### src/rtl/if_branch_stash_pkg.sv
// Shared types for the IF -> EX in-flight branch stash.
// Entry layout, default geometry and redirect arithmetic used by IF and EX.
// Pure declarations; no state.
package if_branch_stash_pkg;

  localparam int          STASH_DEPTH       = 4;
  localparam int          STASH_PTR_W       = 2;
  localparam logic [31:0] STASH_INSTR_BYTES = 32'd4;

  // One in-flight predicted branch as recorded by IF
  typedef struct packed {
    logic [31:0] pc;
    logic        pred_take;
    logic [31:0] pred_target;
  } stash_entry_t;

  localparam int STASH_ENTRY_W = $bits(stash_entry_t);

  // Correct next PC once the real direction is known (32-bit wrap on fall-through)
  function automatic logic [31:0] resolve_next_pc(input logic        take,
                                                  input logic [31:0] target,
                                                  input logic [31:0] pc,
                                                  input logic [31:0] step);
    return take ? target : (pc + step);
  endfunction

endpackage

### src/rtl/branch_stash_fifo.sv
// Circular entry store for the branch stash: write at tail, read head combinationally.
// Latency: push visible at head the cycle after it is written; pop takes effect on the edge.
// Backpressure: push dropped when full unless a pop frees a slot the same cycle; flush wins.
module branch_stash_fifo
  import if_branch_stash_pkg::*;
#(
  parameter int DEPTH = STASH_DEPTH,
  parameter int PTR_W = STASH_PTR_W
) (
  input  logic                     clk,
  input  logic                     reset,
  input  logic                     i_push,
  input  logic [STASH_ENTRY_W-1:0] i_push_dat,
  input  logic                     i_pop,
  input  logic                     i_flush,
  output logic [STASH_ENTRY_W-1:0] o_head_dat,
  output logic [PTR_W:0]           o_count,
  output logic                     o_full,
  output logic                     o_empty
);

  localparam logic [PTR_W-1:0] LP_PTR_ONE = PTR_W'(1);
  localparam logic [PTR_W:0]   LP_CNT_ONE = (PTR_W + 1)'(1);
  localparam logic [PTR_W:0]   LP_CNT_MAX = (PTR_W + 1)'(DEPTH);

  logic [STASH_ENTRY_W-1:0] r_mem [DEPTH];
  logic [PTR_W-1:0]         r_head;
  logic [PTR_W-1:0]         r_tail;
  logic [PTR_W:0]           r_count;

  logic w_full;
  logic w_empty;
  logic w_do_pop;
  logic w_do_push;

  assign w_full    = (r_count == LP_CNT_MAX);
  assign w_empty   = (r_count == '0);
  // A pop on an empty store is meaningless; the caller reports it separately
  assign w_do_pop  = i_pop && !w_empty;
  // A slot freed by a same-cycle pop may be reused immediately; a flush drops the push
  assign w_do_push = i_push && !i_flush && (!w_full || w_do_pop);

  // Entry storage needs no reset: only slots between head and tail are ever read
  always_ff @(posedge clk) begin
    if (w_do_push) begin
      r_mem[r_tail] <= i_push_dat;
    end
  end

  // Pointer and occupancy bookkeeping; flush discards every queued entry
  always_ff @(posedge clk or posedge reset) begin
    if (reset) begin
      r_head  <= '0;
      r_tail  <= '0;
      r_count <= '0;
    end else if (i_flush) begin
      r_head  <= '0;
      r_tail  <= '0;
      r_count <= '0;
    end else begin
      if (w_do_push) begin
        r_tail <= r_tail + LP_PTR_ONE;
      end
      if (w_do_pop) begin
        r_head <= r_head + LP_PTR_ONE;
      end
      if (w_do_push && !w_do_pop) begin
        r_count <= r_count + LP_CNT_ONE;
      end else if (!w_do_push && w_do_pop) begin
        r_count <= r_count - LP_CNT_ONE;
      end
    end
  end

  assign o_head_dat = r_mem[r_head];
  assign o_count    = r_count;
  assign o_full     = w_full;
  assign o_empty    = w_empty;

endmodule

### src/rtl/if_branch_stash.sv
// In-flight branch stash between IF prediction and EX in-order resolution.
// Latency: resolve -> BHT feedback / mispredict strobe exactly 1 cycle, registered.
// Backpressure: full tells IF to stall branch fetch; a mispredict flushes and drops same-cycle push.
module if_branch_stash
  import if_branch_stash_pkg::*;
#(
  parameter int          DEPTH       = STASH_DEPTH,
  parameter int          PTR_W       = STASH_PTR_W,
  parameter logic [31:0] INSTR_BYTES = STASH_INSTR_BYTES
) (
  input  logic           clk,
  input  logic           reset,
  input  logic           push,
  input  logic [31:0]    push_pc,
  input  logic           push_pred_take,
  input  logic [31:0]    push_pred_target,
  output logic           full,
  input  logic           resolve,
  input  logic           resolve_take,
  input  logic [31:0]    resolve_target,
  output logic           pc_jmp_feedback,
  output logic           pc_jmp_take,
  output logic [31:0]    pc_stash_base,
  output logic           mispredict,
  output logic [31:0]    redirect_pc,
  output logic [PTR_W:0] count,
  output logic           underflow_err
);

  stash_entry_t             w_push_ent;
  stash_entry_t             w_head;
  logic [STASH_ENTRY_W-1:0] w_push_dat;
  logic [STASH_ENTRY_W-1:0] w_head_dat;
  logic                     w_empty;
  logic                     w_full;
  logic [PTR_W:0]           w_count;
  logic                     w_resolve_ok;
  logic                     w_dir_wrong;
  logic                     w_tgt_wrong;
  logic                     w_mispredict;

  logic        r_pc_jmp_feedback;
  logic        r_pc_jmp_take;
  logic [31:0] r_pc_stash_base;
  logic        r_mispredict;
  logic [31:0] r_redirect_pc;
  logic        r_underflow_err;

  assign w_push_ent = '{pc: push_pc, pred_take: push_pred_take, pred_target: push_pred_target};
  assign w_push_dat = w_push_ent;
  assign w_head     = stash_entry_t'(w_head_dat);

  // Only a resolve against a real entry counts; resolve on empty is an EX protocol error
  assign w_resolve_ok = resolve && !w_empty;
  assign w_dir_wrong  = (w_head.pred_take != resolve_take);
  // Target only matters when both IF and EX agree the branch was taken
  assign w_tgt_wrong  = resolve_take && w_head.pred_take &&
                        (w_head.pred_target != resolve_target);
  assign w_mispredict = w_resolve_ok && (w_dir_wrong || w_tgt_wrong);

  branch_stash_fifo #(
    .DEPTH (DEPTH),
    .PTR_W (PTR_W)
  ) u_fifo (
    .clk        (clk),
    .reset      (reset),
    .i_push     (push),
    .i_push_dat (w_push_dat),
    .i_pop      (w_resolve_ok),
    .i_flush    (w_mispredict),
    .o_head_dat (w_head_dat),
    .o_count    (w_count),
    .o_full     (w_full),
    .o_empty    (w_empty)
  );

  // Strobes pulse for one cycle per resolve; data fields hold until the next resolve
  always_ff @(posedge clk or posedge reset) begin
    if (reset) begin
      r_pc_jmp_feedback <= 1'b0;
      r_pc_jmp_take     <= 1'b0;
      r_pc_stash_base   <= '0;
      r_mispredict      <= 1'b0;
      r_redirect_pc     <= '0;
    end else begin
      r_pc_jmp_feedback <= w_resolve_ok;
      r_mispredict      <= w_mispredict;
      if (w_resolve_ok) begin
        r_pc_jmp_take   <= resolve_take;
        r_pc_stash_base <= w_head.pc;
      end
      if (w_mispredict) begin
        r_redirect_pc <= resolve_next_pc(resolve_take, resolve_target,
                                         w_head.pc, INSTR_BYTES);
      end
    end
  end

  // Sticky record that EX resolved a branch nobody had pushed
  always_ff @(posedge clk or posedge reset) begin
    if (reset) begin
      r_underflow_err <= 1'b0;
    end else if (resolve && w_empty) begin
      r_underflow_err <= 1'b1;
    end
  end

  assign full            = w_full;
  assign count           = w_count;
  assign pc_jmp_feedback = r_pc_jmp_feedback;
  assign pc_jmp_take     = r_pc_jmp_take;
  assign pc_stash_base   = r_pc_stash_base;
  assign mispredict      = r_mispredict;
  assign redirect_pc     = r_redirect_pc;
  assign underflow_err   = r_underflow_err;

endmodule
### config.mk
export PLATFORM = sky130hd
export DESIGN_NAME = if_branch_stash
export DESIGN_NICKNAME = d
export VERILOG_FILES = /design/src/rtl/if_branch_stash_pkg.sv /design/src/rtl/branch_stash_fifo.sv /design/src/rtl/if_branch_stash.sv
export SDC_FILE = /design/constraint.sdc
export NUM_CORES = 1
export LEC_CHECK = 0
export CAP_MARGIN = 15
export CORE_MARGIN = 2
export CORE_UTILIZATION = 55
export CTS_CLUSTER_DIAMETER = 120
export DETAILED_ROUTE_END_ITERATION = 10
export PLACE_DENSITY = 0.79
export SYNTH_ARGS = -nofsm -noshare
export SYNTH_HDL_FRONTEND = slang
export SYNTH_HIERARCHICAL = 1
export SYNTH_SLANG_ARGS = --single-unit
### constraint.sdc
create_clock -name clk -period 12.6 [get_ports clk]
set_clock_uncertainty 0.05 [all_clocks]
set_input_delay 1.26 -clock clk [delete_from_list [all_inputs] [get_ports clk]]
set_output_delay 1.26 -clock clk [all_outputs]
set_load 0.03 [all_outputs]
==> implementation parameters <==
Parameter                              Value

Min path
  Min-Delay Startpoint    underflow_err
  Path type of the worst min-delay path    reg -> reg

Logic synthesis
  Fraction of the mapped netlist area in adder cells    0.006953
  Largest cells by area after synthesis    sky130_fd_sc_hd__edfxtp_1, sky130_fd_sc_hd__dfrtp_1, sky130_fd_sc_hd__mux4_2
  Average footprint of a synthesized cell    17.03 um^2
  Combinational family with the most area after synthesis    multiplexers
  Register bit count reported by yosys    335
  Fraction of the mapped netlist area in compound gates    0.01747
  Top cell types by occurrence after synthesis    sky130_fd_sc_hd__edfxtp_1, sky130_fd_sc_hd__nand2_1, sky130_fd_sc_hd__dfrtp_1
  Share of the synthesized area in the top cell type    0.5709
  Cell taking the most area after synthesis    sky130_fd_sc_hd__edfxtp_1
  Predominant post-synthesis flop cell    sky130_fd_sc_hd__edfxtp_1
  Sequential fraction of the synthesis area    0.7081
  Post-synthesis xor/xnor area fraction    0.04034
  Top-count cell post-synth    sky130_fd_sc_hd__edfxtp_1
  Fraction of synthesis flops using an asynchronous set or reset pin    0.2239
  Share of synthesized cell area in and, or, nand and nor gates    0.07181
  Distinct cells, synth    44
  Multiplexer share of the synthesized area    0.1402
  Cell count after synthesis    803
  Cell area after technology mapping    around 14000 um^2
  Yosys Warn Count    6
  Number of flops mapped to enable cells by yosys    260
  Total nets after synthesis    912

Global route
  Number of global-route vias before repair    7668
  Remaining global-route overflow    0
  Largest net degree at the start of global routing    64
  Initial antenna violation count    0
  Global router's overall resource usage    0.2360
  Wire length of the first global-routing pass    45.91 mm

Finish
  Post-layout instance area    16780 um^2
  Total of fill cells in the finished design    1641
  Core Util, Final    0.6880
  Area grow syn2layout    22.70%
  Diodes inserted    0
  Layout Cells excl Fill    1340
  Layout cells sized above 1    0.1683
  Nets@finish    1100

Timing
  Minimum setup slack in the final design    7.044 ns
  Finish-stage setup viols    0
  Final min period    5.556 ns
  Share of the clock period used by the worst path after layout    0.4409
  Final hold violation count    0
  Worst hold slack    a little over 0.4 ns
  Worst slew slack as a fraction of its limit    0.3607
  Number of max-slew violations in the final report    0
  Upper clock frequency limit    0.1800 GHz
  Sum Neg Setup Slack    0 ns
  Tightest Pin Transition    0.9589 ns
  Unrepaired setup endpoints after global routing    no

Power
  Pwr Total    ~4 mW
  Cell area power density    236.7 nW/um^2
  IR drop worst, VDD    0.1409 mV
  Leakage power    5.923 nW

Placed design
  Worst setup timing slack at the placement stage    around 7.0 ns
  Half-perimeter wire length after placement    around 20 mm
  Cell total after placement    1279
  DP Area    around 16000 um^2
  Final weighted congestion in routability-driven placement    between 0.8 and 0.9
  Count of input and output buffers    approximately 170

Critical path
  RR Startpoint    u_fifo/r_head[0]
  Worst Setup Start Kind    flip-flop
  Source of the critical timing path    u_fifo/r_head[0]
  Highest net fanout along the worst path    46
  Start-to-end type of the worst setup path    reg -> reg
  Data arrival, critical path    5.64 ns
  Type of destination of the critical path    flip-flop
  Required time at the endpoint of the critical path    12.69 ns

Clock network
  Clk_lat worst skew    0.51 ns
  Buffer levels on the longest clock path    3
  Clock root buffer master    sky130_fd_sc_hd__clkbuf_16
  Clk slew on worst S/H paths    0.06 ns
  H-tree Lvls    2
  Total clock buffers created by CTS    34
  TritonCTS clock tree    built
  Clock Sinks    335
  Post-CTS Setup Bufs    0
  Cts hold-fix bufs    0
  Count of instances resized after the clock tree is built    0

Drt
  Via count of the routed design    7719
  Count of routing violations after the opening detailed-route iteration    approximately 760
  Sum of routed wire length over all layers    30.25 mm
  Post-route DRC violation count    0
  Total iterations of the first detailed-routing run    9
  Remaining antenna violation count    0
  Mean routed wirelength per cell    22.57 um
  Via density per instance    5.760

Die
  Core Box Area    24390 um^2
  Num ports    174
  Initial standard-cell utilization of the core    0.5607
  Floorplan row count    57
  Width of the die    161.7 um
  Height of the chip    161.7 um
  Overall die area    26140 um^2

Job
  Number of max-cap violations    0

Run status
  Outcome    finished, final reports clean
area by class of cell:
type	instances	area, um^2	area share
Multi-Input combinational cell	425	3790	0.2258
Tap cell	324	405.4	0.02416
Clock inverter	5	51.30	0.003057
Timing Repair Buffer	184	1809	0.1078
Sequential cell	335	9689	0.5774
Clock buffer	56	994.7	0.05928
Inverter	11	41.29	0.002460
cells by family after synthesis:
family	count (synthesis)
AO/OA/AOI/OAI	41
XOR/XNOR	63
adder cells (fa/ha/maj)	7
buffers and inverters	43
flip-flops	335
multiplexers	101
AND/OR/NAND/NOR	213
power by group:
group / switching (mW) / internal (mW) / total [mW]
registers: 0.147 / 1.48 / 1.63
logic: 0.787 / 0.609 / 1.40
clock network: 0.388 / 0.559 / 0.947
worst max-delay path, cell delays in order (launching register included):
cell and delay (ns):
sky130_fd_sc_hd__dfrtp_4 0.88, sky130_fd_sc_hd__buf_4 0.65, sky130_fd_sc_hd__mux4_2 0.60, sky130_fd_sc_hd__xor2_1 0.16
sky130_fd_sc_hd__nor4_1 0.42, sky130_fd_sc_hd__nand4_1 0.26, sky130_fd_sc_hd__o211ai_2 0.23, sky130_fd_sc_hd__nand2_2 0.08
sky130_fd_sc_hd__nand2b_1 0.19, sky130_fd_sc_hd__nor2_1 0.35, sky130_fd_sc_hd__and2_2 0.59, sky130_fd_sc_hd__buf_4 0.66
layout by cell type, fill, tap and decap left out, types with 2 or more instances in the layout:
master                            instances
sky130_fd_sc_hd__nand2b_1                 4
sky130_fd_sc_hd__dfrtp_1                 73
sky130_fd_sc_hd__clkbuf_1                17
sky130_fd_sc_hd__clkinv_1                 3
sky130_fd_sc_hd__o21ai_1                 10
sky130_fd_sc_hd__o21ai_0                 22
sky130_fd_sc_hd__mux4_2                  65
sky130_fd_sc_hd__o31ai_1                  2
sky130_fd_sc_hd__and2_1                   3
sky130_fd_sc_hd__and2_2                   4
sky130_fd_sc_hd__nand2_1                138
sky130_fd_sc_hd__nand3_2                  2
sky130_fd_sc_hd__buf_4                   11
sky130_fd_sc_hd__inv_1                    9
sky130_fd_sc_hd__nand4_1                 11
sky130_fd_sc_hd__xnor2_1                 13
sky130_fd_sc_hd__clkbuf_8                 4
sky130_fd_sc_hd__nor2_1                  12
sky130_fd_sc_hd__nor4_1                   8
sky130_fd_sc_hd__mux2_4                  13
sky130_fd_sc_hd__and3_1                   3
sky130_fd_sc_hd__xor2_1                  50
sky130_fd_sc_hd__nor4_4                   2
sky130_fd_sc_hd__edfxtp_1               260
sky130_fd_sc_hd__nor3_1                   6
sky130_fd_sc_hd__ha_1                     6
sky130_fd_sc_hd__mux2_2                  22
sky130_fd_sc_hd__nand3_1                 14
sky130_fd_sc_hd__clkbuf_16               35
sky130_fd_sc_hd__clkdlybuf4s50_1        172
path summary, 6_finish.rpt:
path | to | slack, ns | cells past startpoint
max reg2reg | u_fifo/r_mem[3][1] | 7.04 | 11
min | underflow_err | 0.40 | 1
min in group asynchronous | u_fifo/o_count[0] | 1.03 | 2
max | u_fifo/r_mem[3][1] | 7.04 | 11
max in group asynchronous | redirect_pc[6] | 10.39 | 3
min reg2reg | underflow_err | 0.40 | 1
per-layer routing:
| metal | part of all wire | track usage | vias up |
|---|---|---|---|
| li1 | - | - | 3409 |
| met2 | 0.48 | 0.3728 | 373 |
| met1 | 0.41 | 0.3483 | 3894 |
| met3 | 0.089 | 0.04239 | 43 |
| met4 | 0.019 | 0.06074 | 0 |
| met5 | 0 | 0 | - |
flip-flops by register name, summed over array words and instances (netlist names):
register / flops
u_fifo/r_mem: 260
pc_stash_base: 32
redirect_pc: 32
u_fifo/o_count: 3
u_fifo/r_head: 2
u_fifo/r_tail: 2
mispredict: 1
pc_jmp_feedback: 1
pc_jmp_take: 1
underflow_err: 1
Note: power is estimated with default switching activity, not from simulation.
